## src/rtl/pe_credit_node.sv

```systemverilog
// rtl/pe_credit_node.sv - NoC processing element: credit-flow packet generator plus framing-checking flit sink
module pe_credit_node #(
    parameter int FLIT_W  = 20,
    parameter int CREDITS = 7,
    parameter int PKT_LEN = 4,
    parameter int NODE_ID = 9
) (
    input  logic              i_clk,
    input  logic              i_rst_n,
    input  logic              i_gen_en,
    input  logic [3:0]        i_dest_in,
    input  logic              i_credit_in,
    output logic [FLIT_W-1:0] o_dataout,
    output logic              o_out_valid,
    input  logic [FLIT_W-1:0] i_datain,
    input  logic              i_in_valid,
    output logic              o_credit_out,
    output logic [15:0]       o_rx_pkt_cnt,
    output logic [3:0]        o_rx_last_src,
    output logic [15:0]       o_tx_pkt_cnt,
    output logic [7:0]        o_credit_cnt,
    output logic [1:0]        o_err
);

    localparam int         PW        = FLIT_W - 2;
    localparam logic [7:0] CRED_MAX  = 8'(CREDITS);
    localparam logic [7:0] LAST_BODY = 8'((PKT_LEN > 2) ? (PKT_LEN - 3) : 0);
    localparam logic [3:0] SRC_ID    = 4'(NODE_ID);

    localparam logic [1:0] T_BODY = 2'b00;
    localparam logic [1:0] T_HEAD = 2'b01;
    localparam logic [1:0] T_TAIL = 2'b10;

    typedef enum logic [1:0] {S_IDLE, S_HEAD, S_BODY, S_TAIL} state_t;

    state_t            r_state;
    state_t            w_state_nxt;
    logic [7:0]        r_body_idx;
    logic [7:0]        w_body_idx_nxt;
    logic [7:0]        r_credit_cnt;
    logic [15:0]       r_tx_pkt_cnt;
    logic [15:0]       r_rx_pkt_cnt;
    logic [3:0]        r_rx_last_src;
    logic [FLIT_W-1:0] r_dataout;
    logic              r_out_valid;
    logic              r_credit_out;
    logic              r_in_pkt;
    logic              r_err_credit;
    logic              r_err_rx;

    logic              w_send;
    logic [FLIT_W-1:0] w_flit;
    logic [PW-1:0]     w_cnt_pl;
    logic [1:0]        w_rx_type;
    logic [3:0]        w_rx_src;

    // A flit leaves only with a credit in hand; otherwise the FSM stalls in place.
    assign w_send = (r_state != S_IDLE) && (r_credit_cnt != 8'd0);

    always_comb begin
        w_cnt_pl = '0;
        for (int i = 0; i < PW; i++) begin
            if (i < 16) w_cnt_pl[i] = r_tx_pkt_cnt[i[3:0]];
        end
    end

    always_comb begin
        w_state_nxt    = r_state;
        w_body_idx_nxt = r_body_idx;
        w_flit         = {T_BODY, w_cnt_pl};
        case (r_state)
            S_IDLE: begin
                if (i_gen_en) w_state_nxt = S_HEAD;
            end
            S_HEAD: begin
                w_flit = {T_HEAD, i_dest_in, SRC_ID, {(FLIT_W-10){1'b0}}};
                if (w_send) w_state_nxt = (PKT_LEN > 2) ? S_BODY : S_TAIL;
            end
            S_BODY: begin
                if (w_send) begin
                    if (r_body_idx == LAST_BODY) begin
                        w_state_nxt    = S_TAIL;
                        w_body_idx_nxt = 8'd0;
                    end else begin
                        w_body_idx_nxt = r_body_idx + 8'd1;
                    end
                end
            end
            S_TAIL: begin
                w_flit = {T_TAIL, w_cnt_pl};
                if (w_send) w_state_nxt = i_gen_en ? S_HEAD : S_IDLE;
            end
            default: w_state_nxt = S_IDLE;
        endcase
    end

    always_ff @(posedge i_clk or negedge i_rst_n) begin
        if (!i_rst_n) begin
            r_state      <= S_IDLE;
            r_body_idx   <= 8'd0;
            r_dataout    <= '0;
            r_out_valid  <= 1'b0;
            r_tx_pkt_cnt <= 16'd0;
        end else begin
            r_state     <= w_state_nxt;
            r_body_idx  <= w_body_idx_nxt;
            r_out_valid <= w_send;
            if (w_send) r_dataout <= w_flit;
            if (w_send && (r_state == S_TAIL)) r_tx_pkt_cnt <= r_tx_pkt_cnt + 16'd1;
        end
    end

    // A return with nothing outstanding is held at the ceiling and flagged.
    always_ff @(posedge i_clk or negedge i_rst_n) begin
        if (!i_rst_n) begin
            r_credit_cnt <= CRED_MAX;
            r_err_credit <= 1'b0;
        end else if (i_credit_in && !w_send) begin
            if (r_credit_cnt == CRED_MAX) r_err_credit <= 1'b1;
            else                          r_credit_cnt <= r_credit_cnt + 8'd1;
        end else if (w_send && !i_credit_in) begin
            r_credit_cnt <= r_credit_cnt - 8'd1;
        end
    end

    assign w_rx_type = i_datain[FLIT_W-1 -: 2];
    assign w_rx_src  = i_datain[FLIT_W-7 -: 4];

    always_ff @(posedge i_clk or negedge i_rst_n) begin
        if (!i_rst_n) begin
            r_credit_out  <= 1'b0;
            r_in_pkt      <= 1'b0;
            r_rx_pkt_cnt  <= 16'd0;
            r_rx_last_src <= 4'd0;
            r_err_rx      <= 1'b0;
        end else begin
            r_credit_out <= i_in_valid;
            if (i_in_valid) begin
                case (w_rx_type)
                    T_HEAD: begin
                        if (r_in_pkt) r_err_rx <= 1'b1;
                        r_in_pkt      <= 1'b1;
                        r_rx_last_src <= w_rx_src;
                    end
                    T_BODY: begin
                        if (!r_in_pkt) r_err_rx <= 1'b1;
                    end
                    T_TAIL: begin
                        if (r_in_pkt) begin
                            r_rx_pkt_cnt <= r_rx_pkt_cnt + 16'd1;
                            r_in_pkt     <= 1'b0;
                        end else begin
                            r_err_rx <= 1'b1;
                        end
                    end
                    default: r_err_rx <= 1'b1;
                endcase
            end
        end
    end

    assign o_dataout     = r_dataout;
    assign o_out_valid   = r_out_valid;
    assign o_credit_out  = r_credit_out;
    assign o_rx_pkt_cnt  = r_rx_pkt_cnt;
    assign o_rx_last_src = r_rx_last_src;
    assign o_tx_pkt_cnt  = r_tx_pkt_cnt;
    assign o_credit_cnt  = r_credit_cnt;
    assign o_err         = {r_err_rx, r_err_credit};

endmodule

```

## config.mk

```make
export PLATFORM = sky130hd
export DESIGN_NAME = pe_credit_node
export DESIGN_NICKNAME = d
export VERILOG_FILES = /design/src/rtl/pe_credit_node.sv
export SDC_FILE = /design/constraint.sdc
export NUM_CORES = 1
export LEC_CHECK = 0
export BUFFER_PORTS_ARGS = -buffer_cell sky130_fd_sc_hd__buf_2
export CAP_MARGIN = 10
export CORE_MARGIN = 3
export CORE_UTILIZATION = 30
export DETAILED_ROUTE_END_ITERATION = 16
export HOLD_SLACK_MARGIN = 0.1
export SYNTH_ARGS = -nofsm -noshare
export SYNTH_HDL_FRONTEND = slang
export SYNTH_SLANG_ARGS = --single-unit
```

## constraint.sdc

```tcl
create_clock -name i_clk -period 5.8 [get_ports i_clk]
set_input_delay 0.29 -clock i_clk [delete_from_list [all_inputs] [get_ports i_clk]]
set_output_delay 0.29 -clock i_clk [all_outputs]
set_load 0.01 [all_outputs]
```

# ---- Yosys cells after proc, flatten, opt, wreduce, memory -nomap -nowiden
# Cells that the tools add are included.
dict set report totals {
  reg_bits 79
  in_bits 29
  out_inout_bits 68
}
dict set report op_classes {
  addsub 5
  n_eq_ne 15
  n_mux 16
  reduce_logical 21
}
# op count
set ops {}
lappend ops {{20-bit case mux with 2 select lines} 1}
lappend ops {{16-bit by 1-bit adder with 16-bit output, second input constant} 2}
lappend ops {{8-bit 2-to-1 mux} 4}
lappend ops {{8-bit by 1-bit adder with 8-bit output, second input constant} 2}
lappend ops {{2-bit inequality test, second input constant} 8}
lappend ops {{2-bit 2-to-1 mux} 5}
lappend ops {{2-bit AND reduction} 5}
lappend ops {{8-bit by 1-bit equality test with 1-bit output, second input constant} 1}
lappend ops {{8-bit by 3-bit equality test with 1-bit output, second input constant} 1}
lappend ops {{2-bit case mux with 4 select lines} 1}
lappend ops {{8-bit nonzero test} 1}
lappend ops {{8-bit by 1-bit subtractor with 8-bit output, second input constant} 1}
lappend ops {{2-bit equality test, second input constant} 3}
lappend ops {{3-bit AND reduction} 2}
lappend ops {{2-bit nonzero test} 3}
lappend ops {{5-bit AND reduction} 1}
lappend ops {{2-bit by 1-bit equality test with 1-bit output, second input constant} 2}
lappend ops {{1-bit logical AND} 4}
lappend ops {{2-bit logical NOT} 2}
lappend ops {{1-bit case mux with 2 select lines} 2}
lappend ops {{1-bit 2-to-1 mux} 3}
lappend ops {{1-bit logical NOT} 2}
lappend ops {{2-bit OR reduction} 1}

# ---- Logic depth before layout (Yosys ltp)
dict set report logic_depth {
  word_depth 6
  depth_mapped 12
}

# ---- Worst setup path after synthesis
# No wires, ideal clock.
dict set report synth_timing {
  path_kind {reg2reg}
  from {register r_credit_cnt[3] (netlist: o_credit_cnt[3])}
  to {register r_credit_cnt[7] (netlist: o_credit_cnt[7])}
  setup_ps 126
  arrival_time_ps 2598
  setup_slack_ps 3076
  stages_incl_launch_ff 10
  synth_period_minus_slack_ps 2724
  path_cell_list {dfrtp_1 -> nor4_1 -> a31o_2 -> buf_2 -> nand2_1 -> ha_1 -> or4_1 -> o21ai_0 -> mux2_2 -> xnor2_1}
}
dict set report synth_via {
  elab_chain_len 6
  word_cells_on_any_way 14
}
# element line_no
set synth_rtl {}
lappend synth_rtl {{from (decl)} 40} ;# logic [7:0] r_credit_cnt;
lappend synth_rtl {{from (signal assigned)} 120} ;# else r_credit_cnt <= r_credit_cnt + 8'd1;
lappend synth_rtl {{from (signal assigned)} 122} ;# r_credit_cnt <= r_credit_cnt - 8'd1;
lappend synth_rtl {{branches (longest 6 deep; another with 8-bit by 1-bit subtractor with 8-bit output)} n/a}
# Several ways; the timed one is not identified. The select of a mux whose other input is x is not followed.
# A chain may end at the register's enable or synchronous reset.

# ---- Final worst setup path
# Same ends and word-level chain as after synthesis.

==> results.rst <==
.. list-table::
   :header-rows: 1

   * - Metric
     - Value
   * - Relative slew margins
     - 0.3212
   * - Post-Layout Inst Area
     - 4708 um2
   * - Die Outline Area
     - 14,110 um2
   * - Proportion of netlist area held by the largest area contributor
     - 0.4984
   * - Initial DRC Count
     - 120
   * - Final period utilization
     - 0.5781
   * - Overall power
     - between 2 and 2.5 mW
   * - Sw power
     - 0.8523 mW
   * - Clock power frac
     - 0.264
   * - Cell total after placement
     - 606
   * - Longest individual stage delay on the worst path
     - 600 ps
   * - CTS Buf Count
     - 9
   * - Result of the run
     - finished, final reports clean
   * - Insertion delay to the later sink of the worst-skew pair
     - between 300 and 400 ps
   * - Cells after synthesis
     - 368
   * - Portion of the post-synthesis area used by sequential elements
     - 0.5190
   * - Worst reg2reg path startpoint
     - o_credit_cnt[3]$_DFFE_PN0P_
   * - Arr. time, crit path
     - 3560 ps
   * - NumNets Final
     - 498
   * - Routed wire length
     - ~8500 um
   * - Count of H-tree levels built during CTS
     - 3
   * - Clock Pin Slew Worst Setup and Hold Paths
     - 60 ps
   * - Horiz. Die Dim
     - 118.8 um
   * - Number of buffers inserted by port buffering
     - between 80 and 90
   * - Number of global-route vias before repair
     - roughly 2,900
   * - Number of endpoints failing setup at the final stage
     - 0
   * - Most used flip-flop cell after synthesis
     - sky130_fd_sc_hd__dfrtp_1
   * - Core Box Area
     - 12,210 um2
   * - Library cell used as clock root buffer
     - sky130_fd_sc_hd__clkbuf_16
   * - Instance area after placement
     - 4383 um2
   * - Slowest-stage cell, CP
     - sky130_fd_sc_hd__a31o_2
   * - Leakage power summed over all cells
     - ~2.4 nW
   * - Starting density of the core
     - 0.3125
   * - Cts-stage hold buffer count
     - 0
   * - Non-filler instance count after layout
     - 622
   * - Worst supply voltage drop on vdd
     - 0.0002651 V
   * - Per-cell via count in the routed design
     - 4.666
   * - Power density normalized to cell area
     - around 490 nW/um2
   * - Class of the most critical setup path
     - flop to flop
   * - Final worst clock skew
     - around 6.8 ps
   * - Tightest hold margin
     - 102.4 ps
   * - Worst path cell trace
     - nor4_1 > a31o_2 > nand2_1 > ha_1 > or4_1 > o21ai_0 > mux2_2 > xnor2_1
   * - Hold Path Class
     - input port to async pin
   * - Largest net degree at the start of global routing
     - 80
   * - Share of layout cells above drive strength 1
     - 0.2665
   * - Worst Setup End Kind
     - flop
   * - Count of synthesis-stage warnings from yosys
     - 0
   * - Detailed-router iteration count before antenna repair
     - 4
   * - Total via count in the routed design
     - 2,902
   * - Total number of placement rows
     - 40
   * - Num ports
     - 97
   * - Unrepaired setup endpoints after global routing
     - false
   * - Slew at the pin closest to its max-slew limit
     - between 1000 and 1500 ps
   * - Post-DR wirelength/cell
     - 13.65 um
   * - Startpoint type of the worst setup path
     - flop
   * - Logic gate share of total power
     - 0.377
   * - Critical path fanouts, max
     - 27
   * - Bufs on Longest Clock Path
     - 2
   * - CTS tree
     - yes
   * - Net switching share of the total power
     - 0.3682
   * - Layout-stage area growth over the synthesis result
     - 23.38%
   * - Clock period minus final worst setup slack
     - roughly 3400 ps
   * - Antenna violations before repair
     - 0
   * - Aggregate global-route resource usage
     - 0.1239
   * - Final Hold Viols
     - 0
   * - Top cells by instance count after synthesis
     - 76 x sky130_fd_sc_hd__dfrtp_1, 60 x sky130_fd_sc_hd__nand2_1, 27 x sky130_fd_sc_hd__xnor2_1
   * - Required time reported for the critical path endpoint
     - 6010 ps
   * - EDFF count, synth
     - 0
   * - Post-Synthesis Net Count
     - between 400 and 500
   * - Inserted Diodes
     - 0
   * - Number of flip-flops and latches in the synthesized netlist
     - about 80
   * - Fraction of registers with async set or reset after synthesis
     - 1.000
   * - Leading post-synthesis cells by cell area
     - sky130_fd_sc_hd__dfrtp_1 50%, sky130_fd_sc_hd__ha_1 6.2%, sky130_fd_sc_hd__xnor2_1 6.2%
   * - Max-slew violation total from the final report
     - 0
   * - Top-count cell post-synth
     - sky130_fd_sc_hd__dfrtp_1
   * - Antenna Violating Nets Remaining
     - 0
   * - Total gr overflow
     - 0
   * - Wire length of the first global-routing pass
     - between 10,000 and 15,000 um
   * - Routability congestion estimate
     - 0.8261
   * - Number of distinct library cells after synthesis
     - 49
   * - Mapped cell area
     - 3816 um2
   * - Post-detailed-placement half-perimeter wirelength
     - 5964 um
   * - Synth Area per Inst
     - just over 10 um2
   * - Reg power frac
     - 0.359
   * - Height of the chip
     - roughly 120 um
   * - TritonCTS Sinks
     - 79
   * - Critical path startpoint
     - o_credit_cnt[3]$_DFFE_PN0P_
   * - Cell accounting for the most synthesized area
     - sky130_fd_sc_hd__dfrtp_1
   * - Power Internal
     - 1.463 mW
   * - Fin Setup TNS
     - 0 ps
   * - Post-detailed-route DRC marker count
     - 0
   * - Maxcap violations
     - 0
   * - Maximum clock rate
     - 0.2983 GHz
   * - Post-cts gate resize count
     - 0
   * - Buffers inserted during post-CTS setup optimization
     - 0
-- routing by layer --
| metal | wire length [um] | global-route usage | vias up |
|---|---|---|---|
| li1 | - | - | 1421 |
| met1 | 3828 | 0.1584 | 1404 |
| met2 | 4109 | 0.2057 | 70 |
| met3 | 493 | 0.04019 | 7 |
| met4 | 58 | 0.02534 | 0 |
| met5 | 0 | 0 | - |
-- worst max-delay path: cells and delay by family, from the launching register on --
family                     cells  cell delay [ps]
and+or+nand+nor                3             1160
AOI/OAI and AO/OA              2              800
DFF                            1              430
muxes                          1              370
adders and majority gates      1              340
xor gates and xnor gates       1              120
-- sequential cells by signal, indices dropped and copies added, names as in the netlist --
signal / flops
o_tx_pkt_cnt: 16
o_dataout: 20
r_err_credit: 1
r_state: 2
r_err_rx: 1
o_credit_out: 1
r_body_idx: 8
o_rx_last_src: 4
o_rx_pkt_cnt: 16
o_out_valid: 1
r_in_pkt: 1
o_credit_cnt: 8
-- layout by cell type (no fill, tap or decap), types with 2 or more instances in the layout --
cell,instances
sky130_fd_sc_hd__bufinv_16,2
sky130_fd_sc_hd__clkbuf_16,9
sky130_fd_sc_hd__o21ai_0,14
sky130_fd_sc_hd__dfrtp_1,76
sky130_fd_sc_hd__nand4_1,14
sky130_fd_sc_hd__nand2_1,60
sky130_fd_sc_hd__and4_1,3
sky130_fd_sc_hd__mux2_2,9
sky130_fd_sc_hd__ha_1,19
sky130_fd_sc_hd__or3_1,2
sky130_fd_sc_hd__o21a_1,4
sky130_fd_sc_hd__clkbuf_1,2
sky130_fd_sc_hd__nor2b_1,2
sky130_fd_sc_hd__a221oi_1,2
sky130_fd_sc_hd__a31o_2,3
sky130_fd_sc_hd__a21o_1,2
sky130_fd_sc_hd__dfstp_2,3
sky130_fd_sc_hd__and3_1,5
sky130_fd_sc_hd__a21oi_1,7
sky130_fd_sc_hd__xor2_1,10
sky130_fd_sc_hd__inv_1,15
sky130_fd_sc_hd__nand3_1,26
sky130_fd_sc_hd__buf_2,81
sky130_fd_sc_hd__nor3_1,4
sky130_fd_sc_hd__nor4_1,2
sky130_fd_sc_hd__xnor2_1,27
sky130_fd_sc_hd__nand2b_1,2
sky130_fd_sc_hd__clkbuf_8,2
sky130_fd_sc_hd__a31oi_1,3
sky130_fd_sc_hd__nor2_1,22
-- per-stage QoR --
step | utilization | worst slack, ps
after floorplan | - | 3076
after global placement | 0.3589 | 2462
after detailed placement | 0.3589 | 2437
after CTS | 0.3856 | 2386
after global routing | 0.3856 | 2200
final | 0.3856 | 2447
-- logic make-up after synthesis --
family / count (synthesis) / share of synthesized area
adders and majority gates: 20 / 0.06754
DFF: 79 / 0.5190
and+or+nand+nor: 153 / 0.1993
muxes: 10 / 0.03049
AOI/OAI and AO/OA: 41 / 0.06820
buffers and inverters: 28 / 0.03049
xor gates and xnor gates: 37 / 0.08492
-- power by group through the flow --
stage / clock [mW] / sequential [mW] / combinational (mW)
after floorplan: 0 / 0.866 / 0.573
after global placement: 0 / 0.832 / 0.854
after detailed placement: 0 / 0.843 / 0.880
after CTS: 0.629 / 0.834 / 0.888
after global routing: 0.656 / 0.858 / 0.995
final: 0.612 / 0.831 / 0.872
-- worst paths after layout --
| check | to | slack [ps] | cells past startpoint |
|---|---|---|---|
| worst max-delay path | o_credit_cnt[7]$_DFFE_PN0P_ | 2450 | 8 |
| worst min-delay path | o_rx_pkt_cnt[14]$_DFFE_PN0P_ | 100 | 1 |
| worst max register to register | o_credit_cnt[7]$_DFFE_PN0P_ | 2450 | 8 |
| worst min register to register | r_err_rx$_DFFE_PN0P_ | 460 | 1 |
| max in group asynchronous | r_err_credit$_DFFE_PN0P_ | 5010 | 1 |
| min in group i_clk | o_credit_out$_DFF_PN0_ | 140 | 1 |
-- layout make-up --
type / instances / area, um2
Clock buffer: 13 / 260.3
Inverter: 16 / 60.06
Fill cell: 1251 / 7503
Clock inverter: 3 / 65.06
Multi-Input combinational cell: 261 / 1719
Sequential cell: 79 / 1981
Tap cell: 168 / 210.2
Timing Repair Buffer: 82 / 412.9
Note: power is estimated with default switching activity, not from simulation.
